[src/rtl/mac_array_fix_if.sv]
// mac_array_fix_if -- handshake bus of the mac_array_fix MAC engine.
//
// Signals (lane i occupies bits [i*W +: W] of x, c and o):
//   in_valid / in_ready / in_last  input beat handshake, in_last ends a vector
//   x, c                           per-lane operand and coefficient, Q(W-F).F
//   o_valid / o_ready              result handshake, o_valid held until taken
//   o, o_sat                       per-lane saturated result and clip flag
//
// Modports: master drives beats and consumes results, slave is the engine.
interface mac_array_fix_if #(
    parameter int W = 16,
    parameter int N = 4
);
    logic           in_valid;
    logic           in_ready;
    logic           in_last;
    logic [N*W-1:0] x;
    logic [N*W-1:0] c;
    logic           o_valid;
    logic           o_ready;
    logic [N*W-1:0] o;
    logic [N-1:0]   o_sat;

    modport master (
        output in_valid, in_last, x, c, o_ready,
        input  in_ready, o_valid, o, o_sat
    );

    modport slave (
        input  in_valid, in_last, x, c, o_ready,
        output in_ready, o_valid, o, o_sat
    );
endinterface

[src/rtl/mac_array_fix.sv]
// mac_array_fix -- N-lane signed fixed-point multiply-accumulate engine.
//
// Each lane accumulates x*c over a vector of beats in a 2W+G bit wrapping
// accumulator. On the last beat the sum is rounded half toward +inf, shifted
// back by F fraction bits and saturated to W bits into the result register.
//
// Ports:
//   clk    rising-edge clock
//   rst_n  synchronous active-low reset (clears accumulators and result)
//   clr    synchronous accumulator flush; result register untouched, any
//          beat accepted in the same cycle is dropped
//   bus    mac_array_fix_if.slave: input beats and result handshake
//
// Build option: define MAC_ARRAY_FIX_RELU_EN to clamp negative lane results
// to zero after saturation; o_sat then flags only the upper clip.
module mac_array_fix #(
    parameter int W = 16,
    parameter int F = 8,
    parameter int N = 4,
    parameter int G = 8
) (
    input  logic             clk,
    input  logic             rst_n,
    input  logic             clr,
    mac_array_fix_if.slave   bus
);
    localparam int AW = 2*W + G;

    // Rounding constant 2^(F-1); zero when there are no fraction bits.
    localparam logic signed [AW:0] RND  = (F > 0) ? ((AW+1)'(1) << ((F > 0) ? F-1 : 0)) : '0;
    localparam logic signed [AW:0] MAXV = {{(AW-W+2){1'b0}}, {(W-1){1'b1}}};
    localparam logic signed [AW:0] MINV = {{(AW-W+2){1'b1}}, {(W-1){1'b0}}};

    typedef enum logic {ACCUM, HOLD} state_e;

    state_e                state_q, state_d;
    logic signed [AW-1:0]  acc_q [N];
    logic signed [AW-1:0]  acc_d [N];
    logic [N*W-1:0]        o_q, o_d;
    logic [N-1:0]          sat_q, sat_d;

    logic signed [AW-1:0]  sum_w [N];
    logic [N*W-1:0]        res_w;
    logic [N-1:0]          rsat_w;

    logic signed [W-1:0]   xl, cl;
    logic signed [2*W-1:0] prod;
    logic signed [AW:0]    rnd, shf;
    logic                  fire, take;

    assign bus.o_valid  = (state_q == HOLD);
    assign bus.in_ready = !bus.o_valid || bus.o_ready;
    assign bus.o        = o_q;
    assign bus.o_sat    = sat_q;

    // Lane datapath: multiply, accumulate, round, saturate.
    always_comb begin
        xl     = '0;
        cl     = '0;
        prod   = '0;
        rnd    = '0;
        shf    = '0;
        res_w  = '0;
        rsat_w = '0;
        for (int unsigned i = 0; i < N; i++) begin
            xl       = bus.x[i*W +: W];
            cl       = bus.c[i*W +: W];
            prod     = xl * cl;
            sum_w[i] = acc_q[i] + {{G{prod[2*W-1]}}, prod};
            // One extra bit keeps the rounding add from wrapping the sum.
            rnd      = {sum_w[i][AW-1], sum_w[i]} + RND;
            shf      = rnd >>> F;
`ifdef MAC_ARRAY_FIX_RELU_EN
            if (shf > MAXV) begin
                res_w[i*W +: W] = {1'b0, {(W-1){1'b1}}};
                rsat_w[i]       = 1'b1;
            end else if (shf < 0) begin
                res_w[i*W +: W] = '0;
            end else begin
                res_w[i*W +: W] = shf[W-1:0];
            end
`else
            if (shf > MAXV) begin
                res_w[i*W +: W] = {1'b0, {(W-1){1'b1}}};
                rsat_w[i]       = 1'b1;
            end else if (shf < MINV) begin
                res_w[i*W +: W] = {1'b1, {(W-1){1'b0}}};
                rsat_w[i]       = 1'b1;
            end else begin
                res_w[i*W +: W] = shf[W-1:0];
            end
`endif
        end
    end

    // Control and next-state selection.
    always_comb begin
        fire    = bus.in_valid && bus.in_ready;
        take    = bus.o_valid && bus.o_ready;
        state_d = state_q;
        o_d     = o_q;
        sat_d   = sat_q;
        for (int unsigned i = 0; i < N; i++) begin
            acc_d[i] = acc_q[i];
        end

        if (clr) begin
            for (int unsigned i = 0; i < N; i++) begin
                acc_d[i] = '0;
            end
        end else if (fire) begin
            for (int unsigned i = 0; i < N; i++) begin
                acc_d[i] = bus.in_last ? '0 : sum_w[i];
            end
            if (bus.in_last) begin
                o_d   = res_w;
                sat_d = rsat_w;
            end
        end

        // A load wins over a take, so back-to-back results never bubble.
        if (fire && bus.in_last && !clr) begin
            state_d = HOLD;
        end else if (take) begin
            state_d = ACCUM;
        end
    end

    always_ff @(posedge clk) begin
        if (!rst_n) begin
            state_q <= ACCUM;
            o_q     <= '0;
            sat_q   <= '0;
            for (int unsigned i = 0; i < N; i++) begin
                acc_q[i] <= '0;
            end
        end else begin
            state_q <= state_d;
            o_q     <= o_d;
            sat_q   <= sat_d;
            for (int unsigned i = 0; i < N; i++) begin
                acc_q[i] <= acc_d[i];
            end
        end
    end
endmodule

[src/flat_wrapper.sv]
// flat-port wrapper written by rule: the top's interface ports become plain ports
module mac_array_fix_flat 
#(
    parameter int W = 16,
    parameter int F = 8,
    parameter int N = 4,
    parameter int G = 8
)
  (clk, rst_n, clr, bus_in_valid, bus_in_last, bus_x, bus_c, bus_o_ready, bus_in_ready, bus_o_valid, bus_o, bus_o_sat);
  mac_array_fix_if #(.W(W), .N(N)) bus_i ();
  input  logic clk;
  input  logic rst_n;
  input  logic clr;
  input wire logic [$bits(bus_i.in_valid)-1:0] bus_in_valid;
  input wire logic [$bits(bus_i.in_last)-1:0] bus_in_last;
  input wire logic [$bits(bus_i.x)-1:0] bus_x;
  input wire logic [$bits(bus_i.c)-1:0] bus_c;
  input wire logic [$bits(bus_i.o_ready)-1:0] bus_o_ready;
  output wire logic [$bits(bus_i.in_ready)-1:0] bus_in_ready;
  output wire logic [$bits(bus_i.o_valid)-1:0] bus_o_valid;
  output wire logic [$bits(bus_i.o)-1:0] bus_o;
  output wire logic [$bits(bus_i.o_sat)-1:0] bus_o_sat;
  assign bus_i.in_valid = bus_in_valid;
  assign bus_i.in_last = bus_in_last;
  assign bus_i.x = bus_x;
  assign bus_i.c = bus_c;
  assign bus_i.o_ready = bus_o_ready;
  assign bus_in_ready = bus_i.in_ready;
  assign bus_o_valid = bus_i.o_valid;
  assign bus_o = bus_i.o;
  assign bus_o_sat = bus_i.o_sat;
  mac_array_fix #(.W(W), .F(F), .N(N), .G(G)) u_core (.clk(clk), .rst_n(rst_n), .clr(clr), .bus(bus_i));
endmodule
[config.mk]
export PLATFORM = sky130hd
export DESIGN_NAME = mac_array_fix_flat
export DESIGN_NICKNAME = d
export VERILOG_FILES = /design/src/rtl/mac_array_fix_if.sv /design/src/rtl/mac_array_fix.sv /design/src/flat_wrapper.sv
export SDC_FILE = /design/constraint.sdc
export NUM_CORES = 2
export LEC_CHECK = 0
export CELL_PAD_IN_SITES_DETAIL_PLACEMENT = 1
export CELL_PAD_IN_SITES_GLOBAL_PLACEMENT = 1
export CORE_MARGIN = 5
export CORE_UTILIZATION = 35
export CTS_CLUSTER_SIZE = 40
export DETAILED_ROUTE_END_ITERATION = 8
export PLACE_DENSITY = 0.69
export SYNTH_ARGS = -nofsm -noshare
export SYNTH_HDL_FRONTEND = slang
export SYNTH_SLANG_ARGS = --single-unit
[constraint.sdc]
create_clock -name clk -period 13.3 [get_ports clk]
set_input_delay 1.33 -clock clk [delete_from_list [all_inputs] [get_ports clk]]
set_output_delay 1.33 -clock clk [all_outputs]
set_load 0.1 [all_outputs]
* Yosys cells after proc, flatten, opt, wreduce, memory -nomap -nowiden
Memories as Yosys holds them, arrays and structs flattened.
Index checks and enable logic that the tools add are counted.
** Operators by class
- Add/subtract/negate cells :: 8
- $mul :: 4
- Magnitude comparators :: 8
- Multiplexer cells :: 30
- Bitwise gates (word level) :: 5
- Reduce and logical (&&, ||, !) cells :: 9
** Operator list (number)
- two-way mux 160 bit :: 2
- two-way mux 40 bit :: 8
- adder 40 x 9 -> 41 bit, second input constant :: 4
- adder 40 bit :: 4
- > comparator 33 x 16 -> 1 bit, second input constant :: 4
- less-than comparator 33 x 16 -> 1 bit, second input constant :: 4
- multiplier 16 x 16 -> 32 bit :: 4
- two-way mux 16 bit :: 8
- two-way mux 1 bit :: 12
- logical AND 1 bit :: 4
- bitwise OR 1 bit :: 4
- AND reduction 3 bit :: 1
- logical NOT 1 bit :: 2
- nonzero test 2 bit :: 1
- logical OR 1 bit :: 1
- NOT 1 bit :: 1
** Word-level totals
- Flip-flop bits (word level) :: 69
- Memory bits (writable) :: 160
- Input bits :: 134
- Memories kept :: 1
** Memories
- u_core.acc_q :: words 4, width 40, rd ports 4, clocked after Yosys merged registers in 0, wr ports 4, line mac_array_fix.sv:37 : logic signed [AW-1:0] acc_q [N];

* Depth between registers and ports, before layout
- Word-level depth :: 6
- Gate-level depth with buffers :: 44

* Worst setup path after synthesis
Ideal clock, no wire load.
- Path type :: input to register
- Start :: input port bus_c[63]
- End :: register u_core.o_q[53], in the netlist u_core.bus.o[53]
- Data arrival time :: 10914 ps
- Required time :: 13158 ps
- Slack :: 2244 ps
- Stages :: 37
- Path buffers :: 3
- Cells stage by stage :: inv_1 > clkbuf_1 > nor2_1 > fa_1 > fa_1 > fa_1 > fa_1 > fa_1 > inv_1 > fa_1 > inv_1 > ha_1 > a2111oi_0 > inv_1 > o311ai_0 > and2_1 > o21ai_0 > a21oi_1 > xnor2_1 > ha_1 > clkbuf_1 > a21o_1 > a21oi_1 > o21bai_1 > a31o_2 > mux2_2 > nor3_1 > nand4b_1 > nor4b_2 > nand4_1 > nor3_1 > mux2_2 > o31ai_1 > nand4_1 > nand3_1 > buf_2 > a311oi_1
** On the way
- Longest elaborated chain between the ends :: 6
** Ends and longest elaborated chain
- from (decl) :: line flat_wrapper.sv:17 : input wire logic [$bits(bus_i.c)-1:0] bus_c;
- multiplier 16 x 16 -> 32 bit * :: line mac_array_fix.sv:68 : prod = xl * cl;
- adder 40 bit * :: line mac_array_fix.sv:69 : sum_w[i] = acc_q[i] + {{G{prod[2*W-1]}}, prod};
- adder 40 x 9 -> 41 bit * :: line mac_array_fix.sv:71 : rnd = {sum_w[i][AW-1], sum_w[i]} + RND;
- less-than comparator 33 x 16 -> 1 bit :: line mac_array_fix.sv:86 : end else if (shf < MINV) begin
- two-way mux 16 bit :: line mac_array_fix.sv:86
- two-way mux 16 bit * :: line mac_array_fix.sv:83 : if (shf > MAXV) begin
- to (signal assigned) :: line mac_array_fix.sv:132 : o_q <= '0;
- to (signal assigned) :: line mac_array_fix.sv:139 : o_q <= o_d;
- to (decl) :: line mac_array_fix.sv:39 : logic [N*W-1:0] o_q, o_d;
Every way passes the cells marked *; elsewhere a longest branch is shown, timed or not.
A chain may end at the register's enable or synchronous reset.

* Worst setup path in the final report
- Start :: input port bus_c[33]
- End :: register u_core.o_q[37], in the netlist u_core.bus.o[37]
Same word-level chain as after synthesis.

==> impl_results.md <==
- Core area: about 0.17 mm2
- CP max stage delay: approximately 800 ps
- Max frequency: between 0.07 and 0.08 GHz
- Final Util: 38.55%
- Clock Latency Late Sink: between 500 and 600 ps
- Buffers added on ports: between 200 and 250
- CTS root buf: clkbuf_16
- WP data required: 13,790 ps
- Worst slew margin: slightly above 20%
- I/O pins: about 200
- Fraction of layout cells with a size suffix above 1: under 10%
- Worst reg-to-reg path cell count: 16
- Period utilization: 94.28%
- Total Die Area: 0.1785 mm2
- Slew Limit Fails: 0
- Max_cap viols: 0
- Fin Hold WS: around 460 ps
- Reg-to-reg critical path startpoint: u_core.acc_q[0][41]$_SDFFE_PP0P_
- Clock-pin slew on the worst setup and hold paths: around 60 ps
- Initial antenna violation count: 3
- Most used cell, CP: fa_1
- Final setup viols: 0
- FF-to-FF End: u_core.bus.o[16]$_SDFFE_PN0P_
- H-tree depth: 2
- # DRC: 0
- Post-synth EDFFs: 0
- Status: finished clean
- Yosys reg bits: 229
- Synth cell count leaders: inv_1 (1,263), fa_1 (1,052), nand2_1 (682), and2_1 (533), ha_1 (496)
- Non-filler instance count after layout: about 9,300
- Vias: a little under 50,000
- Placed cell count: 9,258
- Synth Flop Type: dfxtp_1
- DR pass1 iterations: 5
- Area of the multi-input gates: ~0.05 mm2
- Die Y: 422.5 um
- Cell with the largest stage delay on the worst path: fa_1
- Starting DRT DRC Count: about 2,100
- Synth warn: 0
- Hold buffers post-CTS: 0
- Vias/cell: 5.205
- Most numerous cell in the Yosys netlist: inv_1
- Total track usage: 19.98%
- Num rows: roughly 150
- Largest net degree at the start of global routing: between 70 and 80
- Post-Synthesis Cells: about 7,000
- Synth cell types: 98
- Asr flop ratio synth: 0%
- Drt total wl: approximately 180,000 um
- Fin crit period: approximately 13,000 ps
- Yosys top cell area share: a little over a third
- Hold_sp: u_core.bus.o[63]$_SDFFE_PN0P_
- Critical Path End: u_core.bus.o[37]$_SDFFE_PN0P_
- Area leader, netlist: fa_1
- DIE WIDTH: about 420 um
- Register area: about 0.0046 mm2
- Hold crit path type: register to register
- First-pass GRT wire length: ~300,000 um
- Area delta synth->final: 9.583%
- Worst setup SP type: input pin
- Final hold vios: 0
- Hold path depth: 2
- WL per Instance: approximately 19 um
- Setup crit start: bus_c[33]
- CP arrival: around 13,000 ps
- Fillers: about 20,000
- CP Max Fanout: 15
- Final antenna-violating net count: 0
- Vias in the first global route: ~54,000
- Reg-to-reg setup timing slack: between 6000 and 7000 ps
- DP HPWL: roughly 150,000 um
- Max Root-Sink Buffers: 3
- CP Capture Type: register
- Synth Cell Area: 0.05955 mm2
- Syn avg cell area: 8.492 um2
- Worst-Margin Slew: ~1200 ps
- Initial core utilization: a little over a third
- Setup Skew: around 16 ps
- Mapped Nets: a little under 9,000
- Sequential area share after synthesis: 7.699%
- GP Congestion: ~0.9
- CTS tree: done
- Nets: a little under 9,000
- Inserted Clock Buffers: 34
- Synth area leaders: fa_1 (35%), ha_1 (10%), inv_1 (8.0%)
- Total congestion overflow: 0
- Critical setup path kind: input pin to register
- CTS Sinks: roughly 230
-- what timing repair did --
| item | CTS | global route |
|---|---|---|
| buffers inserted | 0 | 0 |
| setup endpoints to repair | 0 | 32 |
| gates resized for setup | 0 | 3 |
-- metal layers --
| layer | share of wire [%] | routed length (um) | GRT usage, % |
|---|---|---|---|
| met5 | 0.0073 | 13 | 0 |
| met4 | 2.5 | 4369 | 4.737 |
| met3 | 2.4 | 4271 | 1.316 |
| met2 | 50 | 88830 | 35.76 |
| met1 | 45 | 80560 | 26.39 |
-- cell families after synthesis --
logic type	Yosys count	share of synthesized area [%]
flops	229	7.699
compound gates	1117	12.93
simple gates	2257	18.93
buf+inv	1529	9.705
mux	13	0.2248
xor+xnor	319	4.717
fa+ha+maj	1548	45.79
-- cell type report --
| class | count | area share [%] |
|---|---|---|
| clock inverter | 18 | 0.3605 |
| sequential | 229 | 7.025 |
| antenna | 2 | 0.007670 |
| timing repair buffer | 293 | 4.134 |
| clock buffer | 42 | 1.509 |
| inverter | 1264 | 7.271 |
| multi-input combinational | 5254 | 75.44 |
| tap | 2218 | 4.253 |
-- layout by cell type (no fill, tap or decap), types with 35 or more instances in the layout --
cell / instances
inv_1: 1263
fa_1: 1052
nand2_1: 681
and2_1: 533
ha_1: 496
nor2_1: 464
a21oi_1: 275
xnor2_1: 237
dfxtp_1: 229
clkdlybuf4s50_1: 200
o21ai_0: 141
a22oi_1: 130
a21o_1: 115
nand3_1: 103
nor3_1: 93
buf_4: 92
xor2_1: 81
nand4_1: 59
o21a_1: 52
nand2b_1: 52
o211ai_1: 46
and3_1: 44
nor2b_1: 40
clkbuf_16: 37
a211oi_1: 36
a31oi_1: 35
-- state kept, by name, summed over array words and instances, names as in the netlist --
| name | flops |
|---|---|
| u_core.bus.o_valid | 1 |
| u_core.bus.o | 64 |
| u_core.acc_q | 160 |
| u_core.bus.o_sat | 4 |
-- worst min-delay path by stage --
| stage | to |
|---|---|
| after floorplan | u_core.acc_q[0][116]$_SDFFE_PP0P_ |
| after global placement | u_core.acc_q[0][116]$_SDFFE_PP0P_ |
| after detailed placement | u_core.bus.o[63]$_SDFFE_PN0P_ |
| after CTS | u_core.bus.o[63]$_SDFFE_PN0P_ |
| after global routing | u_core.acc_q[0][116]$_SDFFE_PP0P_ |
| final | u_core.bus.o[63]$_SDFFE_PN0P_ |
-- worst max-delay path: cells and delay by family --
kind	cells	cell delay, ps
adder cells (fa/ha/maj)	8	4110
AO/OA/AOI/OAI	14	3940
AND/OR/NAND/NOR	8	1800
buffers and inverters	4	980
XOR/XNOR	3	860
-- through the flow --
stage | instance area (um2) | setup TNS (ps) | worst slack (ps)
detailed placement | 64010 | 0 | 197.4
CTS | 65230 | 0 | 774.1
global route | 65250 | -10.14 | -10.14
global placement | 64010 | 0 | 514.6
finish | 65250 | 0 | 761.3
floorplan | 59550 | 0 | 2244
Power is left out: the tool's default activity adds up to more than one toggle a clock period on the data nets, which glitch-free logic cannot reach.
